**config.mk**
```make
export PLATFORM = sky130hd
export DESIGN_NAME = cam_init_sequencer
export DESIGN_NICKNAME = d
export VERILOG_FILES = /design/src/rtl/cam_init_pkg.sv /design/src/rtl/ms_timer.sv /design/src/rtl/cam_init_sequencer.sv
export SDC_FILE = /design/constraint.sdc
export NUM_CORES = 1
export LEC_CHECK = 0
export ABC_CLOCK_PERIOD_IN_PS = 7000
export BUFFER_PORTS_ARGS = -buffer_cell sky130_fd_sc_hd__buf_2
export CAP_MARGIN = 20
export CORE_MARGIN = 4
export CORE_UTILIZATION = 64
export CTS_CLUSTER_SIZE = 16
export DETAILED_ROUTE_END_ITERATION = 6
export PLACE_DENSITY_LB_ADDON = 0.1
export SKIP_CTS_REPAIR_TIMING = 1
export SLEW_MARGIN = 5
export SYNTH_ARGS = -nofsm -noshare
export SYNTH_HDL_FRONTEND = slang
export SYNTH_SLANG_ARGS = --single-unit
```
**constraint.sdc**
```tcl
create_clock -name CLOCK_50 -period 7 [get_ports CLOCK_50]
set_clock_uncertainty 0.1 [all_clocks]
set_input_delay 0.35 -clock CLOCK_50 [delete_from_list [all_inputs] [get_ports CLOCK_50]]
set_output_delay 0.35 -clock CLOCK_50 [all_outputs]
set_load 0.005 [all_outputs]
```
**src/rtl/cam_init_pkg.sv**
```systemverilog
// cam_init_pkg: state codes, table entry layout and ms timing helpers for cam_init_sequencer
package cam_init_pkg;
  typedef logic [3:0] state_t;
  localparam state_t S_IDLE = 4'd0, S_PWR_DOWN = 4'd1, S_PWR_UP = 4'd2, S_BOOT = 4'd3,
    S_FETCH = 4'd4, S_FETCH_WAIT = 4'd5, S_DECODE = 4'd6, S_ISSUE = 4'd7, S_WAIT_DONE = 4'd8,
    S_DELAY = 4'd9, S_NEXT = 4'd10, S_FINISH = 4'd11, S_FAIL = 4'd12;
  typedef struct packed {
    logic [15:0] reg_addr;
    logic [7:0]  data;
  } entry_t;
  localparam logic [15:0] REG_END = 16'hFFFE;
  localparam logic [15:0] REG_DELAY = 16'hFFFF;
  function automatic logic [31:0] ms_to_cycles(input logic [31:0] clk_hz, input logic [31:0] ms);
    return 32'(64'(clk_hz / 1000) * 64'(ms));
  endfunction
  // a state lasting N cycles loads N-1; zero-length states still last one cycle
  function automatic logic [31:0] load_val(input logic [31:0] cycles);
    return cycles == '0 ? '0 : cycles - 1;
  endfunction
endpackage

```
**src/rtl/ms_timer.sv**
```systemverilog
// ms_timer: shared 32-bit down-counter; expired while the count sits at zero
module ms_timer (
  input  logic        clk,
  input  logic        rst,
  input  logic        load,
  input  logic [31:0] value,
  output logic        expired
);
  logic [31:0] cnt;
  always_ff @(posedge clk)
    if (rst) cnt <= '0;
    else if (load) cnt <= value;
    else if (cnt != '0) cnt <= cnt - 1;
  assign expired = cnt == '0;
endmodule

```
**src/rtl/cam_init_sequencer.sv**
```systemverilog
// cam_init_sequencer: OV5640 power-up sequencing followed by a table-driven SCCB register load
module cam_init_sequencer
  import cam_init_pkg::*;
#(
  parameter int unsigned CLK_HZ    = 50_000_000,
  parameter int unsigned T_PWDN_MS = 5,
  parameter int unsigned T_RST_MS  = 2,
  parameter int unsigned T_BOOT_MS = 20,
  parameter int unsigned ROM_DEPTH = 256,
  parameter int unsigned AW        = $clog2(ROM_DEPTH),
  parameter int unsigned RETRY_MAX = 3
) (
  input  logic          CLOCK_50,
  input  logic          RESET,
  input  logic          start,
  output logic          cam_pwdn,
  output logic          cam_rst_n,
  output logic [AW-1:0] rom_addr,
  input  logic [23:0]   rom_data,
  output logic          sccb_valid,
  input  logic          sccb_ready,
  output logic [15:0]   sccb_reg,
  output logic [7:0]    sccb_wdata,
  input  logic          sccb_done,
  input  logic          sccb_nack,
  output logic          busy,
  output logic          done,
  output logic          error,
  output logic [AW-1:0] err_index
);
  localparam int unsigned RW = $clog2(RETRY_MAX + 2);
  localparam logic [AW-1:0] LAST = AW'(ROM_DEPTH - 1);
  localparam logic [31:0] LD_PWDN = load_val(ms_to_cycles(CLK_HZ, T_PWDN_MS));
  localparam logic [31:0] LD_RST = load_val(ms_to_cycles(CLK_HZ, T_RST_MS));
  localparam logic [31:0] LD_BOOT = load_val(ms_to_cycles(CLK_HZ, T_BOOT_MS));
  if (64'(CLK_HZ / 1000) * 64'd255 > 64'hFFFF_FFFF) begin : g_width_check
    $error("cam_init_sequencer: a 255 ms delay does not fit the 32-bit cycle counter");
  end
  state_t        state;
  entry_t        entry;
  logic [RW-1:0] retry;
  logic          t_load, expired;
  logic [31:0]   t_val;
  // the timer is loaded on the transition into each timed state
  always_comb begin
    t_load = (state == S_IDLE && start) || (state == S_PWR_DOWN && expired) ||
             (state == S_PWR_UP && expired) || (state == S_DECODE && entry.reg_addr == REG_DELAY);
    t_val = state == S_IDLE ? LD_PWDN : state == S_PWR_DOWN ? LD_RST : state == S_PWR_UP ? LD_BOOT :
            load_val(ms_to_cycles(CLK_HZ, 32'(entry.data)));
  end
  ms_timer u_timer (.clk(CLOCK_50), .rst(RESET), .load(t_load), .value(t_val), .expired(expired));
  always_ff @(posedge CLOCK_50) begin
    if (RESET) begin
      state <= S_IDLE;
      cam_pwdn <= 1'b1;
      cam_rst_n <= 1'b0;
      sccb_valid <= 1'b0;
      sccb_reg <= '0;
      sccb_wdata <= '0;
      rom_addr <= '0;
      busy <= 1'b0;
      done <= 1'b0;
      error <= 1'b0;
      err_index <= '0;
      entry <= '0;
      retry <= '0;
    end else begin
      case (state)
        S_IDLE: if (start) begin
          state <= S_PWR_DOWN;
          busy <= 1'b1;
          done <= 1'b0;
          error <= 1'b0;
          cam_pwdn <= 1'b1;
          cam_rst_n <= 1'b0;
        end
        S_PWR_DOWN: if (expired) begin
          state <= S_PWR_UP;
          cam_pwdn <= 1'b0;
        end
        S_PWR_UP: if (expired) begin
          state <= S_BOOT;
          cam_rst_n <= 1'b1;
          rom_addr <= '0;
        end
        S_BOOT: if (expired) state <= S_FETCH;
        S_FETCH: state <= S_FETCH_WAIT;
        S_FETCH_WAIT: begin
          entry <= entry_t'(rom_data);
          state <= S_DECODE;
        end
        S_DECODE:
          if (entry.reg_addr == REG_END) state <= S_FINISH;
          else if (entry.reg_addr == REG_DELAY) state <= S_DELAY;
          else begin
            state <= S_ISSUE;
            retry <= '0;
            sccb_valid <= 1'b1;
            sccb_reg <= entry.reg_addr;
            sccb_wdata <= entry.data;
          end
        S_ISSUE: if (sccb_ready) begin
          sccb_valid <= 1'b0;
          state <= S_WAIT_DONE;
        end
        S_WAIT_DONE: if (sccb_done) begin
          if (!sccb_nack) state <= S_NEXT;
          else if (int'(retry) < int'(RETRY_MAX)) begin
            retry <= retry + 1'b1;
            sccb_valid <= 1'b1;
            state <= S_ISSUE;
          end else begin
            err_index <= rom_addr;
            state <= S_FAIL;
          end
        end
        S_DELAY: if (expired) state <= S_NEXT;
        S_NEXT:
          if (rom_addr == LAST) state <= S_FINISH;
          else begin
            rom_addr <= rom_addr + 1'b1;
            state <= S_FETCH;
          end
        S_FINISH: begin
          done <= 1'b1;
          busy <= 1'b0;
          state <= S_IDLE;
        end
        S_FAIL: begin
          error <= 1'b1;
          busy <= 1'b0;
          cam_pwdn <= 1'b1;
          cam_rst_n <= 1'b0;
          state <= S_IDLE;
        end
        default: state <= S_IDLE;
      endcase
    end
  end
endmodule

```
### After elaboration in Yosys (flattened, before gate mapping)

Index checks and enable logic that the tools add are counted.

* equal/unequal tests: 27
* bitwise gates (word level): 3
* muxes and demuxes: 44
* multiply operators: 1
* $add $sub $neg: 4
* reduce and logical (&&, ||, !) cells: 32
* magnitude comparators: 1

Operators by type and width (number)
* $mux 32: 6
* $mux 4: 12
* $pmux 4 s11: 1
* $eq 16x16->1 const B: 2
* $logic_not 32->1: 1
* $reduce_bool 32->1: 1
* $sub 32x1->32 const B: 1
* $sub 24x1->25 const B: 1
* $logic_not 24->1: 1
* $ne 2x2->1 const B: 12
* $eq 4x4->1 const B: 5
* $mul 12x8->20 const A: 1
* $eq 4x3->1 const B: 4
* $mux 8: 2
* $pmux 8 s2: 1
* $mux 3: 5
* $reduce_and 7->1: 2
* $reduce_and 3->1: 4
* $reduce_bool 2->1: 6
* $mux 1: 10
* $pmux 1 s3: 3
* $reduce_bool 3->1: 3
* $add 8x1->8 const B: 1
* $eq 4x2->1 const B: 2
* 14 further kinds: 25

* bits of input ports: 30
* register bits: 109

### Depth between registers and ports, before layout

* word-level depth: 7
* depth in mapped cells: 17
* depth with buffers taken out: 15

### By module

Synthesis repeated with hierarchy kept, for this count alone.

* cell total of the unflattened synthesis: 898
* area, all modules: 7274.5 um2

By module, submodules not included
* cam_init_sequencer: area an instance 5440.2 um2, times used 1, sequential area each 1541.5 um2, cells an instance 688
* ms_timer: area an instance 1834.3 um2, times used 1, sequential area each 640.6 um2, cells an instance 210

### Worst setup path before layout

No wires, ideal clock.

* kind: register to register
* from: reg entry[6] (netlist name)
* to: reg u_timer.cnt[19]
* setup time: 0.118 ns
* path buffers: 1
* data arrival time: 4.396 ns
* cell stages (with the launch flop): 17
* slack: 2.386 ns
* period minus slack after synthesis: 4.614 ns
* cell sequence: dfxtp_1 inv_1 ha_1 inv_1 ha_1 fa_1 fa_1 ha_1 a21oi_1 o21ai_0 a311o_1 a311oi_1 nor2b_2 nand4_2 buf_2 a211oi_2 nor2_1

* longest elaborated chain between the ends: 7
* elaborated cells between the ends (all ways): 8
* those cells by class: add/sub: 1; mul: 1; mux: 5; reduce/logical: 1

Ends and longest elaborated chain
* from (decl): RTL line cam_init_sequencer.sv:40 `entry_t entry;`
* from (signal assigned): RTL line cam_init_sequencer.sv:89 `entry <= entry_t'(rom_data);`
* $mul 12x8->20 *: RTL line cam_init_pkg.sv:14 `return 32'(64'(clk_hz / 1000) * 64'(ms));`
* $sub 24x1->25 / $logic_not 24->1 (equally long branches): RTL line cam_init_pkg.sv:18 `return cycles == '0 ? '0 : cycles - 1;`
* $mux 32 *: RTL line cam_init_pkg.sv:18
* $mux 32 * (3 in series): RTL line cam_init_sequencer.sv:48 `t_val = state == S_IDLE ? LD_PWDN : state == S_PWR_DOWN ? LD_RST : state == S_PWR_UP ? LD_BOOT :`
* $mux 32 *: RTL line ms_timer.sv:12 `else if (load) cnt <= value;`
* to (signal assigned): RTL line ms_timer.sv:12
* to (signal assigned): RTL line ms_timer.sv:13 `else if (cnt != '0) cnt <= cnt - 1;`
* to (decl): RTL line ms_timer.sv:9 `logic [31:0] cnt;`

Mark *: on every way between the ends. The rest lies on a longest branch, timed or not.
A chain may end at the register's enable or synchronous reset.

### Worst setup path in the final report

* from: reg entry[6] (netlist name)
* to: reg u_timer.cnt[8]

* longest elaborated chain between the ends: 7

Ends and longest elaborated chain (RTL line)
* $mul 12x8->20: cam_init_pkg.sv:14
* $logic_not 24->1: cam_init_pkg.sv:18
* $mux 32: cam_init_pkg.sv:18
* $mux 32 (3 in series): cam_init_sequencer.sv:48
* $mux 32: ms_timer.sv:12

Every way passes these cells.

==> implementation parameters <==
Parameter                              Value

Critical path
  Critical R2R Capture    u_timer.cnt[8]
  Worst EP required    7.16 ns
  Worst Reg2Reg Path Length in Cells    15
  Worst path cell trace    inv_1 -> ha_1 -> inv_1 -> ha_1 -> fa_1 -> fa_1 -> ha_1 -> a21oi_1 -> o21ai_0 -> a311o_1 -> a311oi_1 -> nor2b_2 -> nand4_2 -> nand2b_1 -> o22ai_1
  Kind of start point of the critical path    flop
  R2r startpoint    entry[6]
  Biggest fanout along the worst timing path    15
  Slowest library cell on the worst path    dfxtp_1
  Maximum single-stage delay on the critical path    0.50 ns
  Nature of the critical path endpoint    flop
  Most frequent CP cell    ha_1
  R2R setup slack    1.53 ns
  Arr. time, crit path    5.64 ns
  CP Buf/Inv Count    2
  Kind of cell with the highest combined delay on the critical path    adder cells
  Class of the most critical setup path    flop to flop

Global routing
  Number of antenna violations at the first check in global routing    0
  First-pass GRT wire length    28.8 mm
  Number of global-route vias before repair    6080
  GRT Overall Usage    27.2%
  Pin count of the biggest net entering global routing    74
  GRT Residual Overflow    0

CTS
  Clock root buffer    clkbuf_8
  CTS tree    built
  Insertion delay of the later-clocked pin in the worst-skew pair    0.38 ns
  Worst-case clock buffer depth    2
  Clock-pin slew reported for the worst setup and hold paths after clock tree synthesis    0.11 ns
  Clock buffers created by TritonCTS    9
  Total clock sinks    109
  Htree depth    3

Power
  VDD IR max    0.000154 V
  Static power due to leakage    3.26 nW
  Power density of the placed cells    209 nW/um^2

Logic synthesis
  Cell types with the largest area share after synthesis    dfxtp_1 32%, ha_1 11%, nand2_1 7.3%, a21oi_1 6.3%, xnor2_1 3.6%
  Count of yosys warnings during synthesis    0
  Synthesized area divided by synthesized cell count    8.29 um^2
  Primary FF master, synth    dfxtp_1
  Dominant combinational cell family by area after synthesis    simple AND/OR/NAND/NOR gates
  Compound-gate portion of the synthesized area    18.5%
  Syn Nets    927
  Simple-gate area share of the yosys netlist    24.6%
  Area share of the leading cell type in the synthesized netlist    31.8%
  Number of unique standard cell types used by synthesis    71
  XOR/XNOR share of the synthesized area    6.39%
  Syn Std Cell Area    6850 um^2
  Fraction of registers with async set/reset    0%
  Library cell with the largest summed area after synthesis    dfxtp_1
  Sequential share of the synthesized area    31.8%
  Number of flops mapped to enable cells by yosys    0
  Gate count after technology mapping    827
  Portion of netlist area occupied by mux cells    1.62%
  Number of flip-flops and latches in the synthesized netlist    109
  Area share of fa/ha/maj cells after synthesis    14.1%

Routing
  Detailed-route wire length per cell    16.3 um
  Post-detailed-route count of antenna-violating nets    0
  Final wirelength    16.7 mm
  Detailed-route vias per instance    6.13
  Number of iterations in the first detailed-routing pass    5
  Number of vias after detailed routing    6281
  1st-iter DRT viols    494
  Post-route DRC    0

Placement
  Worst slack, placed    1.63 ns
  Placed cell area    7290 um^2
  Weighted congestion at the end of routability-driven global placement    0.927
  Number of buffers added on ports    75
  Sum of net half-perimeters after detailed placement    12.5 mm

Floorplan
  Floorplan die area    12400 um^2
  Number of primary I/O pins    76
  Die outline height    111 um
  Core Area    10400 um^2
  Standard-cell rows    37
  Starting Density    66.1%
  Chip width    111 um

Cells and area
  Number of antenna repair diodes    0
  # nets final    983
  Area delta synth->final    9.78%
  Fraction of layout instances using a drive strength above 1    15.2%
  Area of all placed cells without fillers    7520 um^2
  Final core occ    72.6%
  Fill cell total of the finished layout    833
  Number of flip-flops in the largest register    32

Timing
  Crit share post-route    78.2%
  Hold violation count in the final report    0
  Unrepaired setup endpoints after global routing    no
  Relative slew slack    35.0%
  Post-route worst hold slack    0.0943 ns
  Number of setup violations in the final report    0
  Worst Tran Pin Value    0.965 ns
  F_max    183 MHz
  Post-route minimum period    5.47 ns
  Setup slack after layout    1.53 ns
  Setup tns final    0 ns
  Final Max Tran Viols    0

Flow run
  Maxcap violations    0

Worst hold path
  Worst hold stages    3
  Worst Min Path Start    rom_data[9]
  Endpoint of the worst hold path    entry[9]
  Type of the tightest min-delay check    input pin to flop

Run status
  Result of the run    finished clean
## placed cells by master, fill, tap and decap left out, drive strengths merged, types with 10 or more instances in the layout
cell      n
o21ai    34
buf      78
mux2i    10
a211oi   10
nor3     19
or3      11
xnor2    28
fa       12
ha       58
nand2   135
a21oi    86
nor2     67
nand4    14
a31oi    10
inv      22
o211ai   10
dfxtp   109
o22ai    10
nor4     12
nand3    16
xor2     22
clkbuf   10
and3     10
## power breakdown
part / leakage, nW / switching, mW / internal, mW
Sequential: 0.882 / 0.0602 / 0.664
Clock: 0.115 / 0.223 / 0.215
Combinational: 2.26 / 0.239 / 0.173
Total: 3.26 / 0.523 / 1.05
## routing by layer
metal  global-route usage (%)  routed length (um)  vias up
met5                        0                   0        -
met4                     7.38                 269        0
met3                     5.05                1030       35
met2                     45.8                8030      214
met1                     36.1                7380     2955
li1                         -                   -     3077
## worst reg2reg max path: cells and delay by family, from the launching register on
family	cells	cell delay, ns
simple gates	3	1.15
compound gates	5	1.54
fa+ha+maj	5	1.94
flops	1	0.50
buf+inv	2	0.13
## synthesized netlist by cell type (4+ instances only)
cell	number
nand2_1	134
dfxtp_1	109
a21oi_1	86
nor2_1	65
ha_1	58
clkbuf_1	30
xnor2_1	28
o21ai_0	27
xor2_1	22
inv_1	20
nor3_1	18
nand3_1	16
nand4_1	13
fa_1	12
a31oi_1	10
mux2i_1	10
o211ai_1	10
o22ai_1	10
and3_1	9
nand2b_1	9
nor4_1	9
or3_1	9
nor2b_1	8
a211oi_1	7
o221ai_1	6
nand3b_1	5
a21o_1	4
and2_1	4
nor3b_1	4
## per-stage QoR
step | std cells | total power [mW]
finish | 1024 | 1.57
global route | 1024 | 1.65
CTS | 1024 | 1.57
detailed placement | 1008 | 1.14
global placement | 1008 | 1.13
floorplan | 827 | 1.05
## layout make-up
type | count | area (um^2) | area share (%)
clock buffer | 10 | 138 | 1.83
inverter | 20 | 75.1 | 0.998
timing repair buffer | 78 | 398 | 5.29
sequential | 109 | 2180 | 29.0
tap | 136 | 170 | 2.26
clock inverter | 6 | 92.6 | 1.23
multi-input combinational | 665 | 4470 | 59.4
## worst max-delay path by stage
stage,start,endpoint,cells after the start
floorplan,entry[6],u_timer.cnt[19],16
global placement,entry[2],u_timer.cnt[21],15
detailed placement,entry[6],u_timer.cnt[8],15
CTS,entry[6],u_timer.cnt[8],15
global route,entry[6],u_timer.cnt[8],15
finish,entry[6],u_timer.cnt[8],15
## cells by family (layout without fill, tap and decap cells)
group,after synthesis,in the layout
buf+inv,53,114
fa+ha+maj,70,70
xor+xnor,50,50
simple gates,335,335
flops,109,109
compound gates,199,199
mux,11,11
Note: power is estimated with default switching activity, not from simulation.
